### config.mk
export PLATFORM = sky130hd
export DESIGN_NAME = reorder_buffer
export DESIGN_NICKNAME = d
export VERILOG_FILES = /design/src/rtl/reorder_buffer.sv
export SDC_FILE = /design/constraint.sdc
export NUM_CORES = 2
export LEC_CHECK = 0
export ABC_CLOCK_PERIOD_IN_PS = 48900
export CORE_MARGIN = 5
export CORE_UTILIZATION = 40
export DETAILED_ROUTE_END_ITERATION = 8
export MAX_ROUTING_LAYER = met4
export SYNTH_ARGS = -nofsm -noshare
export SYNTH_HDL_FRONTEND = slang
export SYNTH_SLANG_ARGS = --single-unit
### constraint.sdc
create_clock -name clk -period 48.9 [get_ports clk]
set_input_delay 9.78 -clock clk [delete_from_list [all_inputs] [get_ports clk]]
set_output_delay 9.78 -clock clk [all_outputs]
set_load 0.005 [all_outputs]
### src/rtl/reorder_buffer.sv
// reorder_buffer: in-order retirement buffer capturing CDB results and answering operand lookups.
// Ports: clk/reset (async, active-high); alloc_req/alloc_rd -> alloc_ready/alloc_tag (tag = tail+1);
//   cdb_data {tag[37:32], value[31:0]}, tag 0 idle; lookup_tagN -> lookup_validN/lookup_valueN (combinational);
//   commit_en/commit_rd/commit_value/commit_tag and count are registered.
// Optional: define ROB_CDB_BYPASS_EN to let lookups see the CDB value in the cycle it is broadcast.
module reorder_buffer #(
  parameter int DEPTH = 16
) (
  input  logic        clk,
  input  logic        reset,
  input  logic        alloc_req,
  input  logic [4:0]  alloc_rd,
  output logic        alloc_ready,
  output logic [5:0]  alloc_tag,
  input  logic [37:0] cdb_data,
  input  logic [5:0]  lookup_tag1,
  output logic        lookup_valid1,
  output logic [31:0] lookup_value1,
  input  logic [5:0]  lookup_tag2,
  output logic        lookup_valid2,
  output logic [31:0] lookup_value2,
  output logic        commit_en,
  output logic [4:0]  commit_rd,
  output logic [31:0] commit_value,
  output logic [5:0]  commit_tag,
  output logic [5:0]  count
);
  localparam int AW = $clog2(DEPTH);
  logic [AW-1:0] head, tail;
  logic [DEPTH-1:0] busy, done, hit1, hit2;
  logic [4:0] rd_a [DEPTH];
  logic [31:0] val_a [DEPTH];
  logic [31:0] acc1 [DEPTH+1];
  logic [31:0] acc2 [DEPTH+1];
  logic do_alloc, retire;
  assign alloc_ready = count < 6'(DEPTH);
  assign alloc_tag = 6'(tail) + 6'd1;
  assign do_alloc = alloc_req && alloc_ready;
  assign retire = busy[head] && done[head];
  assign acc1[0] = '0;
  assign acc2[0] = '0;
  for (genvar i = 0; i < DEPTH; i++) begin : g_ent
    localparam logic [5:0] TAG = 6'(i + 1);
    localparam logic [AW-1:0] IDX = AW'(i);
    logic b, d, byp;
    logic [4:0] r;
    logic [31:0] v, lv;
    always_ff @(posedge clk or posedge reset)
      if (reset) begin
        b <= 1'b0;
        d <= 1'b0;
        r <= '0;
        v <= '0;
      end else if (do_alloc && tail == IDX) begin
        b <= 1'b1;
        d <= 1'b0;
        r <= alloc_rd;
      end else begin
        if (cdb_data[37:32] == TAG && b && !d) begin
          d <= 1'b1;
          v <= cdb_data[31:0];
        end
        if (retire && head == IDX) b <= 1'b0;
      end
    assign busy[i] = b;
    assign done[i] = d;
    assign rd_a[i] = r;
    assign val_a[i] = v;
`ifdef ROB_CDB_BYPASS_EN
    assign byp = cdb_data[37:32] == TAG;
`else
    assign byp = 1'b0;
`endif
    // a stored value always wins over a (ignored) repeat broadcast of a done tag
    assign lv = d ? v : cdb_data[31:0];
    assign hit1[i] = lookup_tag1 == TAG && b && (d || byp);
    assign hit2[i] = lookup_tag2 == TAG && b && (d || byp);
    assign acc1[i+1] = acc1[i] | (hit1[i] ? lv : 32'd0);
    assign acc2[i+1] = acc2[i] | (hit2[i] ? lv : 32'd0);
  end
  assign lookup_valid1 = |hit1;
  assign lookup_valid2 = |hit2;
  assign lookup_value1 = acc1[DEPTH];
  assign lookup_value2 = acc2[DEPTH];
  always_ff @(posedge clk or posedge reset)
    if (reset) begin
      head <= '0;
      tail <= '0;
      count <= '0;
      commit_en <= 1'b0;
      commit_rd <= '0;
      commit_value <= '0;
      commit_tag <= '0;
    end else begin
      if (do_alloc) tail <= tail == AW'(DEPTH - 1) ? '0 : tail + 1'b1;
      if (retire) head <= head == AW'(DEPTH - 1) ? '0 : head + 1'b1;
      count <= do_alloc && !retire ? count + 6'd1 : !do_alloc && retire ? count - 6'd1 : count;
      commit_en <= retire;
      if (retire) begin
        commit_rd <= rd_a[head];
        commit_value <= val_a[head];
        commit_tag <= 6'(head) + 6'd1;
      end
    end
endmodule

==> impl_metrics.ini <==
[status]
outcome = complete, no violations

[worst_hold_path]
holdPathEnd = g_ent[10].r[0]$_DFFE_PP0P_
worstHoldPathType = reg -> reg
whs_path_depth = 2
hold_start = g_ent[10].r[0]$_DFFE_PP0P_

[clock_tree]
cts_tree = done
cts_made_buffers = 82
clock_sinks = 681
clock_latency_ps = 690
holdBufCountCts = 0
worst_setup_hold_path_clk_slew_ps = 60
cts_setup_buffers = 0
cts-root-buf = clkbuf_16
htree_num_levels = 3
postCtsResizedCells = 0
cts.path.max_buffers = 3

[timing]
finalWorstSetupSlack_ps = 24830
fmax_mhz = 41.6
finClkSkew_ps = 39.0
setup_viol_count_final = 0
hold_violations = 0
tightest_slew_ps = 1390
period_share_pct = 49.2
fin_setup_tns_ps = 0
relSlewSlack_pct = 7.12
rsz0062_at_grt = false
fin_crit_ps = 24070
slew_violations = 0

[worst_setup_path]
worstSetupPathType = in -> out
critPathArrivalTime_ps = 14290
reg2regPathDepth = 13
cp-start-kind = input port
end_kind = output pin
crit_path_max_fanout = 19
timing.rr.start = head[0]$_DFFE_PP0P_
reg2reg_slack_ps = 44150
required_ps = 39120
regToRegEndpoint = count[5]$_DFFE_PP0P_

[place]
dpl.hpwl_mm = 124
pre_cts_ws_ps = 25250
io_buffers = 178
finalWeightedCongestion = 0.995

[power_and_ir_drop]
p_leak_nw = 20.2
finalPower_mw = 2.24
power_density_nw_per_um2 = 46.2
peakVddDrop_v = 0.0000427

[drt]
antenna_left = 0
first_iter_violations = 6382
drt_wl_total_mm = 213
vias_per_cell = 7.31
vias = 39506
drc = 0
post_drt_wl_per_cell_um = 39.3
dr.pass1.iters = 7

[floorplanning]
dieArea_um2 = 113000
io_pins = 181
core_area_um2 = 105000
initial_utilization_pct = 40.3
die_h_um = 336
rows = 119
die_x_um = 336

[grt]
grt_pass1_vias = 37443
grt_use_total_pct = 37.6
grt_pass1_wl_mm = 295
grt_max_degree = 159
overflow = 0
grt_antenna_before_repair = 16

[finish]
syn_to_final_growth_pct = 14.2
final_nets = 3996
drive_gt1_share_pct = 28.0

[yosys]
ys_top_cells_by_area = dfrtp_1 (40%), mux2_2 (15%), mux4_2 (8.0%)
yosys.area_share.simple_pct = 15.0
ys_types = 67
synth_top_family_by_area = multiplexers
syn-cell-area_um2 = 42500
synth_common_cells = dfrtp_1 (681), mux2_2 (565), nand2_1 (310)
syn_inst = 3940
synth_edf_count = 0
synth-adder-area-share_pct = 0.430
synth-seq-cells = 681
synth_top_cell_by_area = dfrtp_1
synth_ff_type = dfrtp_1
synth-compound-area-share_pct = 8.84
syn_area_per_cell_um2 = 10.8
synthXorXnorAreaFrac_pct = 0.206
yosysMostFrequentCell = dfrtp_1
synthMuxAreaShare_pct = 31.1
yosys.area.top_type_share_pct = 40.1
seq_area_frac_synth_pct = 40.1
yosys_warnings = 0
ys_async_sr_fraction_pct = 100

[flow_run]
max-cap-violations = 0
## routing by layer
| metal | track usage [%] | share of wire [%] |
|---|---|---|
| met1 | 47.7 | 37 |
| met3 | 13.9 | 14 |
| met4 | 23.8 | 8.8 |
| met5 | - | 0 |
| met2 | 50.6 | 40 |
## registers in the layout, indices dropped and copies added, names as in the netlist
name and cells:
commit_en 1, commit_rd 5, commit_tag 5, commit_value 32, count 6, g_ent.b 16, g_ent.d 16, g_ent.r 80
g_ent.v 512, head 4, tail 4
## cell usage in the layout, fill, tap and decap left out, types with 7 or more instances in the layout
master and n:
and4_1 12, nand3b_1 8, dfrtp_1 663, mux2_1 9
mux4_2 152, a41oi_1 16, a31oi_1 77, clkbuf_8 16
dfrtp_2 16, buf_4 139, clkdlybuf4s50_1 178, nand2b_1 155
ha_1 13, a22oi_1 126, nand4_1 295, nand2_1 306
mux2i_1 279, or4_1 9, and4b_1 14, nor4_1 34
inv_1 18, nand3_1 76, o21a_1 10, bufinv_16 8
clkinv_2 21, or3_1 8, mux2_2 565, o2111ai_1 7
mux2_4 35, o21ai_0 16, a21oi_1 127, clkbuf_16 83
nor3_1 57, nor2_1 136, diode_2 25, o22ai_1 146
## worst max path at each step
stage / endpoint / depth (start not counted) / startpoint
6_report: lookup_value2[1] / 7 / lookup_tag2[3]
5_1_grt: lookup_value1[30] / 7 / lookup_tag1[3]
4_1_cts: lookup_value2[1] / 7 / lookup_tag2[3]
3_5_place_dp: lookup_value2[1] / 7 / lookup_tag2[3]
3_3_place_gp: lookup_value2[1] / 7 / lookup_tag2[3]
2_1_floorplan: commit_en$_DFF_PP0_ / 1 / reset
## critical path, cell delays in order
cell	delay, ps
clkdlybuf4s50_1	1090
and4b_2	1000
nand2_1	1040
o22a_1	450
o221ai_1	70
or4_1	280
clkdlybuf4s50_1	550
## stage by stage
| stage | instance area (um^2) | hold slack (ps) | util (%) | instances |
|---|---|---|---|---|
| 5_1_grt | 48600 | 491 | 46.1 | 5398 |
| 3_5_place_dp | 45700 | 457 | 43.4 | 5231 |
| 6_report | 48600 | 470 | 46.1 | 5404 |
| 3_3_place_gp | 45700 | 454 | 43.4 | 5231 |
| 2_1_floorplan | 42500 | 441 | - | 3941 |
| 4_1_cts | 48500 | 472 | 46.0 | 5379 |
## where the power goes
part	switching (mW)	leakage, nW	total [mW]	internal (mW)
Combinational	0.476	9.64	0.793	0.317
Clock	0.269	1.39	0.647	0.378
Sequential	0.139	9.21	0.802	0.663
## cell families after synthesis
family                     count (synthesis)
AOI/OAI and AO/OA                        574
xor gates and xnor gates                  10
adders and majority gates                 14
buffers and inverters                    440
DFF                                      681
muxes                                   1040
other                                      1
and+or+nand+nor                         1180
## final cells by class
class	count	area (um^2)
fill	9780	56800
clock inverter	45	494
inverter	20	82.6
antenna	25	62.6
timing repair buffer	319	2870
multi-input combinational	2820	23900
tap	1391	1740
clock buffer	103	2310
sequential	681	17100
Power figures use the tool's default switching activity.
